## config.mk

```make
export PLATFORM = sky130hd
export DESIGN_NAME = mem_arbiter
export DESIGN_NICKNAME = d
export VERILOG_FILES = /design/src/rtl/mem_arb_pkg.sv /design/src/rtl/rd_port_hold.sv /design/src/rtl/mem_arbiter.sv
export SDC_FILE = /design/constraint.sdc
export NUM_CORES = 1
export LEC_CHECK = 0
export BUFFER_PORTS_ARGS = -buffer_cell sky130_fd_sc_hd__buf_2
export CORE_MARGIN = 5
export CORE_UTILIZATION = 38
export CTS_BUF_LIST = sky130_fd_sc_hd__clkbuf_8
export DETAILED_ROUTE_END_ITERATION = 8
export MAX_ROUTING_LAYER = met4
export PLACE_DENSITY_LB_ADDON = 0.12
export SYNTH_ARGS = -nofsm -noshare
export SYNTH_HDL_FRONTEND = slang
export SYNTH_SLANG_ARGS = --single-unit
```

## constraint.sdc

```tcl
create_clock -name clk -period 2.48 [get_ports clk]
set_input_delay 0.496 -clock clk [delete_from_list [all_inputs] [get_ports clk]]
set_output_delay 0.496 -clock clk [all_outputs]
set_load 0.005 [all_outputs]
```

## src/rtl/mem_arb_pkg.sv

```systemverilog
`default_nettype none
// ============================================================================
// Module   : mem_arb_pkg
// Purpose  : Shared widths and read-owner encoding for the memory arbiter.
// Revision : 1.0 - initial release
// ============================================================================
package mem_arb_pkg;

  localparam int DATA_W = 16;
  localparam int ADDR_W = 16;

  typedef enum logic [1:0] {
    OWN_NONE = 2'd0,
    OWN_PC   = 2'd1,
    OWN_LDST = 2'd2
  } owner_t;

endpackage
`default_nettype wire

```

## src/rtl/rd_port_hold.sv

```systemverilog
`default_nettype none
// ============================================================================
// Module   : rd_port_hold
// Purpose  : Per-port read data path: bypass during the response cycle,
//            otherwise present the last read data returned to this port.
// Revision : 1.0 - initial release
// ============================================================================
module rd_port_hold
  import mem_arb_pkg::*;
(
  input  logic              clk,
  input  logic              reset,
  input  logic              sel,
  input  logic [DATA_W-1:0] i_mem_rddata,
  output logic [DATA_W-1:0] o_rddata
);

  logic [DATA_W-1:0] r_hold;

  always_ff @(posedge clk or posedge reset) begin
    if (reset) begin
      r_hold <= '0;
    end else if (sel) begin
      r_hold <= i_mem_rddata;
    end
  end

  assign o_rddata = sel ? i_mem_rddata : r_hold;

endmodule
`default_nettype wire

```

## src/rtl/mem_arbiter.sv

```systemverilog
`default_nettype none
// ============================================================================
// Module   : mem_arbiter
// Purpose  : Fetch vs load/store arbiter for one single-ported 16-bit memory,
//            load/store priority with a fetch starvation guard.
// Revision : 1.0 - initial release
// ============================================================================
module mem_arbiter
  import mem_arb_pkg::*;
#(
  parameter int STARVE_LIMIT = 3
) (
  input  logic              clk,
  input  logic              reset,
  input  logic [ADDR_W-1:0] i_pc_addr,
  input  logic              i_pc_rd,
  output logic [DATA_W-1:0] o_pc_rddata,
  output logic              o_pc_waitrequest,
  input  logic [ADDR_W-1:0] i_ldst_addr,
  input  logic              i_ldst_rd,
  input  logic              i_ldst_wr,
  input  logic [DATA_W-1:0] i_ldst_wrdata,
  output logic [DATA_W-1:0] o_ldst_rddata,
  output logic              o_ldst_waitrequest,
  output logic [ADDR_W-1:0] o_mem_addr,
  output logic              o_mem_rd,
  output logic              o_mem_wr,
  output logic [DATA_W-1:0] o_mem_wrdata,
  input  logic [DATA_W-1:0] i_mem_rddata
);

  localparam int                 c_cnt_w      = $clog2(STARVE_LIMIT + 1);
  localparam logic [c_cnt_w-1:0] c_starve_max = c_cnt_w'(STARVE_LIMIT);

  owner_t             r_owner;
  logic [c_cnt_w-1:0] r_starve_cnt;

  logic w_pc_req;
  logic w_ls_req;
  logic w_ls_rd;
  logic w_fetch_turn;
  logic w_grant_pc;
  logic w_grant_ls;

  assign w_pc_req     = i_pc_rd;
  assign w_ls_req     = i_ldst_rd | i_ldst_wr;
  // A combined read+write request is a plain store: no read response.
  assign w_ls_rd      = i_ldst_rd & ~i_ldst_wr;
  assign w_fetch_turn = (r_starve_cnt == c_starve_max);

  // No grants while reset is held, so nothing reaches memory during reset.
  assign w_grant_ls = ~reset & w_ls_req & ~(w_pc_req & w_fetch_turn);
  assign w_grant_pc = ~reset & w_pc_req & ~w_grant_ls;

  assign o_pc_waitrequest   = w_pc_req & ~w_grant_pc;
  assign o_ldst_waitrequest = w_ls_req & ~w_grant_ls;

  always_comb begin
    o_mem_addr   = '0;
    o_mem_rd     = 1'b0;
    o_mem_wr     = 1'b0;
    o_mem_wrdata = '0;
    if (w_grant_pc) begin
      o_mem_addr = i_pc_addr;
      o_mem_rd   = 1'b1;
    end else if (w_grant_ls) begin
      o_mem_addr   = i_ldst_addr;
      o_mem_rd     = w_ls_rd;
      o_mem_wr     = i_ldst_wr;
      o_mem_wrdata = i_ldst_wrdata;
    end
  end

  always_ff @(posedge clk or posedge reset) begin
    if (reset) begin
      r_starve_cnt <= '0;
    end else if (!w_pc_req || w_grant_pc) begin
      r_starve_cnt <= '0;
    end else if (r_starve_cnt != c_starve_max) begin
      r_starve_cnt <= r_starve_cnt + c_cnt_w'(1);
    end
  end

  always_ff @(posedge clk or posedge reset) begin
    if (reset) begin
      r_owner <= OWN_NONE;
    end else if (w_grant_pc) begin
      r_owner <= OWN_PC;
    end else if (w_grant_ls && w_ls_rd) begin
      r_owner <= OWN_LDST;
    end else begin
      r_owner <= OWN_NONE;
    end
  end

  rd_port_hold u_pc_hold (
    .clk          (clk),
    .reset        (reset),
    .sel          (r_owner == OWN_PC),
    .i_mem_rddata (i_mem_rddata),
    .o_rddata     (o_pc_rddata)
  );

  rd_port_hold u_ldst_hold (
    .clk          (clk),
    .reset        (reset),
    .sel          (r_owner == OWN_LDST),
    .i_mem_rddata (i_mem_rddata),
    .o_rddata     (o_ldst_rddata)
  );

endmodule
`default_nettype wire

```

# Word level (Yosys, flattened, before mapping)
# Index checks and enable logic that the tools add are counted.
[totals] register_bits=36 inputBits=69 out_inout_bits=68 wordCells=41
[op_classes] n_addsub=1 n_eq_ne=4 muxes=14 n_bitwise=14 n_reduce_logical=4
[ops] cell="16-bit 2-to-1 mux" n=6
[ops] cell="1-bit AND" n=8
[ops] cell="2-bit 2-to-1 mux" n=4
[ops] cell="1-bit NOT" n=5
[ops] cell="2-bit equality test (second input constant)" n=2
[ops] cell="1-bit 2-to-1 mux" n=4
[ops] cell="2-bit by 1-bit adder with 2-bit output (second input constant)" n=1
[ops] cell="2-bit by 1-bit equality test with 1-bit output (second input constant)" n=1
[ops] cell="2-bit inequality test (second input constant)" n=1
[ops] cell="2-bit nonzero test" n=1
[ops] cell="1-bit logical AND" n=1
[ops] cell="1-bit logical NOT" n=1
[ops] cell="1-bit logical OR" n=1
[ops] cell="1-bit OR" n=1

# Longest topological paths before layout
[depth] word_depth=8 mapped_depth=5 ltp_nobuf=3

# Modules after synthesis
# From an unflattened synthesis, not the netlist that was laid out.
[unflattened] cells_unflattened=177 area_unflattened_um2=2112.0
[by_module_without_submodules] mod="rd_port_hold" instances=2 cells_each=35 area_per_inst_um2=653.1 seq_area_each_um2=400.4
[by_module_without_submodules] mod="mem_arbiter" instances=1 cells_each=107 area_per_inst_um2=805.8 seq_area_each_um2=100.1

# Least setup slack after synthesis
# OpenSTA, ideal clock, no wires.
[synth_path] kind="register -> output" from="register r_starve_cnt[0]" to="output o_mem_addr[10]" arrival_time_ps=1283 required_time_ps=1984 setup_slack_ps=701 path_stages_with_launch=6 n_path_buf=2 path_cell_list="dfrtp_1 ha_1 a21o_1 buf_6 buf_6 o22ai_2"
[synth_via] elab_chain_len=7 word_cells_on_any_way=8 classes_between="eq/ne (1); mux (2); bitwise (5)"
[synth_rtl] item="start, declared" line_no="mem_arbiter.sv:36" rtl="logic [c_cnt_w-1:0] r_starve_cnt;"
[synth_rtl] item="start signal, assigned" line_no="mem_arbiter.sv:80" rtl="r_starve_cnt <= r_starve_cnt + c_cnt_w'(1);"
[synth_rtl] item="2-bit equality test (*)" line_no="mem_arbiter.sv:49" rtl="assign w_fetch_turn = (r_starve_cnt == c_starve_max);"
[synth_rtl] item="1-bit AND (*)" line_no="mem_arbiter.sv:52" rtl="assign w_grant_ls = ~reset & w_ls_req & ~(w_pc_req & w_fetch_turn);"
[synth_rtl] item="1-bit NOT (*)" line_no="mem_arbiter.sv:52"
[synth_rtl] item="1-bit AND (*)" line_no="mem_arbiter.sv:52"
[synth_rtl] item="1-bit NOT" line_no="mem_arbiter.sv:53" rtl="assign w_grant_pc = ~reset & w_pc_req & ~w_grant_ls;"
[synth_rtl] item="1-bit AND" line_no="mem_arbiter.sv:53"
[synth_rtl] item="16-bit 2-to-1 mux (*)" line_no="mem_arbiter.sv:63" rtl="if (w_grant_pc) begin"
[synth_rtl] item="end, declared" line_no="mem_arbiter.sv:25" rtl="output logic [ADDR_W-1:0] o_mem_addr,"
# Every way passes the cells marked *; elsewhere a longest branch is shown, timed or not.

# Worst setup path in the final report
[layout_path] from="register r_starve_cnt[0]" to="output o_mem_wrdata[10]"
[layout_via] elab_chain_len=7 word_cells_on_any_way=8 classes_between="eq/ne (1); mux (2); bitwise (5)"
[layout_rtl] item="2-bit equality test (*)" line_no="mem_arbiter.sv:49"
[layout_rtl] item="1-bit AND (*)" line_no="mem_arbiter.sv:52"
[layout_rtl] item="1-bit NOT (*)" line_no="mem_arbiter.sv:52"
[layout_rtl] item="1-bit AND (*)" line_no="mem_arbiter.sv:52"
[layout_rtl] item="1-bit NOT" line_no="mem_arbiter.sv:53"
[layout_rtl] item="1-bit AND" line_no="mem_arbiter.sv:53"
[layout_rtl] item="16-bit 2-to-1 mux (*)" line_no="mem_arbiter.sv:63"
[layout_rtl] item="end, declared" line_no="mem_arbiter.sv:28" rtl="output logic [DATA_W-1:0] o_mem_wrdata,"
# Marks and branches as above.

==> results.py <==
metrics = {
    "critical_path": {
        "cp_data_required_time_ns": 1.98,
        "cp-start-kind": "flop",
        "path_cells": "ha_1, a21oi_2, and3_1, buf_2",
        "path_max_fanout": 18,
        "cp.arrival_ns": 1.85,
        "timing_worst_setup_path_type": "reg2out",
        "end_kind": "output port",
        "crit_slowest_cell": "a21oi_2",
        "worst_path_largest_cell_delay_ns": 0.50,
    },
    "synthesis": {
        "synthTopCellsByArea": "dfrtp_1 (44%), mux2_2 (11%), mux2_4 (8.8%), nand3b_1 (5.9%), o22ai_2 (5.5%)",
        "synth_edf_count": 0,
        "yosysMostFrequentCell": "dfrtp_1",
        "synth_cell_type_count": 28,
        "synth_warnings": 0,
        "syn-cell-area_um2": 2050,
        "synth_nets": 245,
        "ys.flop_type": "dfrtp_1",
        "avgSynthCellArea_um2": 11.7,
        "synthArstFlopShare_pct": 100,
        "synth_top_cells_by_count": "dfrtp_1 (36), mux2_2 (20), and3_1 (16), nand3b_1 (16), o21ai_0 (16)",
        "syn_inst": 175,
        "synth-seq-area-share_pct": 43.9,
        "ys_seq_elements": 36,
        "yosysTopAreaCell": "dfrtp_1",
        "synth_largest_type_area_fraction_pct": 43.9,
    },
    "finish": {
        "n_antenna_cell": 0,
        "final_util_pct": 55.3,
        "area_growth_pct": 39.4,
        "drive_above_1_share_pct": 63.1,
        "layout.nets": 376,
    },
    "timing": {
        "hold_viol_final": 0,
        "timing.final.max_slew_violations": 0,
        "fin_crit_sh_pct": 94.6,
        "setup_tns_ns": 0,
        "rsz0062_at_grt": "no",
        "setup_violations": 0,
        "holdWs_ns": 0.473,
        "slew_headroom_pct": 55.8,
        "fin_crit_ns": 2.35,
        "worst_pin_slew_ns": 0.662,
        "fmax_ghz": 0.426,
        "layout_setup_ws_ns": 0.133,
        "fin_worst_skew_ns": 0.00232,
    },
    "placed_design": {
        "finalWeightedCongestion": 0.764,
        "place_ws_ns": 0.358,
        "portBuffers": 136,
        "dpl.hpwl_um": 4430,
    },
    "die": {
        "coreArea_um2": 5170,
        "fp.dieArea_um2": 6970,
        "die_y_um": 83.5,
        "ioPinCount": 137,
        "num_rows": 26,
        "die_width_um": 83.5,
        "start_util_pct": 39.7,
    },
    "route": {
        "vias": 1828,
        "dr.first_iter.drc_count": 54,
        "viasPerCell": 4.86,
        "drtAntennaViolNets": 0,
        "wl_um": 5700,
        "drc": 0,
        "firstDrtPassIters": 4,
        "wl_per_cell_um": 15.2,
    },
    "power_and_ir_drop": {
        "power_density_nw_per_um2": 753,
        "leakagePower_nw": 1.51,
        "report.power.total_mw": 2.16,
        "ir_drop_mv": 0.456,
    },
    "global_routing": {
        "grt_pass1_wl_um": 9590,
        "grt_overflow": 0,
        "grt_usage_pct": 16.7,
        "grt_start_max_net_pins": 23,
        "antenna_found_initial": 0,
        "grt_pass1_vias": 2013,
    },
    "clock_network": {
        "clock_path_buffers": 2,
        "cts_buffers": 5,
        "clkLatencyLatePin_ns": 0.27,
        "clk_pin_slew_worst_paths_ns": 0.06,
        "cts.sinks": 36,
        "cts_tree": "built",
        "ctsHoldBuffers": 0,
        "htree_levels": 2,
        "clockRootBuffer": "clkbuf_8",
    },
    "min_path": {
        "hp-class": "in2async",
    },
    "job": {
        "max_cap_violations": 0,
    },
    "run_status": {
        "status": "finished, final reports clean",
    },
}
per-layer routing:
metal  global-route usage [%]  vias to the layer above  wire length (um)
met5                        -                        -                 0
met4                     3.36                        0                 8
met3                     4.84                        2               363
met2                     28.1                       64              2940
met1                     20.1                      867              2390
li1                         -                      895                 -
path summary, 6_finish.rpt:
kind                                       start               endpoint  slack [ns]  depth (start not counted)
setup / recovery                 r_starve_cnt[0]       o_mem_wrdata[10]        0.13                          4
setup reg to reg                 r_starve_cnt[0]        r_starve_cnt[0]        1.08                          3
hold / removal                             reset             r_owner[1]        0.47                          2
max in group asynchronous                  reset    u_pc_hold.r_hold[8]        1.47                          3
hold reg to reg            u_ldst_hold.r_hold[3]  u_ldst_hold.r_hold[3]        0.49                          1
min in group clk                 i_mem_rddata[5]    u_pc_hold.r_hold[5]        0.48                          2
cell type report:
class / count / area (um2)
Tap cell: 70 / 87.6
Clock buffer: 7 / 96.3
Multi-Input combinational cell: 118 / 1030
Sequential cell: 36 / 901
Fill cell: 492 / 2310
Inverter: 3 / 11.3
Timing Repair Buffer: 142 / 738
timing repair:
| item | in CTS | in global routing |
|---|---|---|
| endpoints found under the setup margin | 0 | 11 |
| gates resized for setup | 0 | 1 |
| setup buffers | 0 | 0 |
flip-flops by register name, indices dropped and copies added (netlist names):
signal	cells
u_pc_hold.r_hold	16
r_owner	2
u_ldst_hold.r_hold	16
r_starve_cnt	2
critical path: cells and delay by family (launching register included):
kind | cells | cell delay (ns)
compound gates | 1 | 0.50
fa+ha+maj | 1 | 0.30
buf+inv | 1 | 0.12
flops | 1 | 0.41
simple gates | 1 | 0.25
placed cells by master, fill, tap and decap left out:
cell type | synthesis | layout
ha_1 | 1 | 1
and2_1 | 1 | 1
o21ba_4 | 0 | 1
mux2_2 | 20 | 20
xor2_1 | 1 | 1
o32ai_1 | 2 | 2
buf_12 | 0 | 1
nand3b_1 | 16 | 16
mux2i_1 | 1 | 1
dfrtp_1 | 36 | 36
clkbuf_8 | 0 | 7
nand2b_1 | 3 | 3
nor2_1 | 3 | 3
a21o_1 | 1 | 1
inv_1 | 3 | 3
nor2b_1 | 2 | 2
buf_4 | 0 | 5
and3_1 | 16 | 16
or2_1 | 1 | 1
mux2_4 | 12 | 12
o21a_1 | 1 | 1
a21oi_2 | 1 | 1
nand2_1 | 1 | 1
o21ai_0 | 16 | 16
o2bb2ai_1 | 1 | 1
o22ai_1 | 7 | 7
nor3_2 | 1 | 1
buf_2 | 5 | 136
o22ai_2 | 9 | 9
metrics by stage:
step | cells | cell area, um2
2_1_floorplan | 175 | 2050
4_1_cts | 376 | 2860
3_3_place_gp | 369 | 2760
6_report | 376 | 2860
5_1_grt | 376 | 2860
3_5_place_dp | 369 | 2760
report_power, final:
part	switching, mW	internal, mW	leakage [nW]
logic	0.382	0.494	1.03
clock network	0.180	0.247	0.0503
registers	0.0610	0.793	0.428
cells by family (layout without fill, tap and decap cells):
| logic type | count (synthesis) | after routing | share of synthesized area [%] |
|---|---|---|---|
| simple gates | 44 | 44 | 14.1 |
| compound gates | 39 | 39 | 14.4 |
| flops | 36 | 36 | 43.9 |
| mux | 33 | 33 | 20.2 |
| buf+inv | 21 | 152 | 6.34 |
| fa+ha+maj | 1 | 1 | 0.609 |
| xor+xnor | 1 | 1 | 0.427 |
Power figures use the tool's default switching activity.
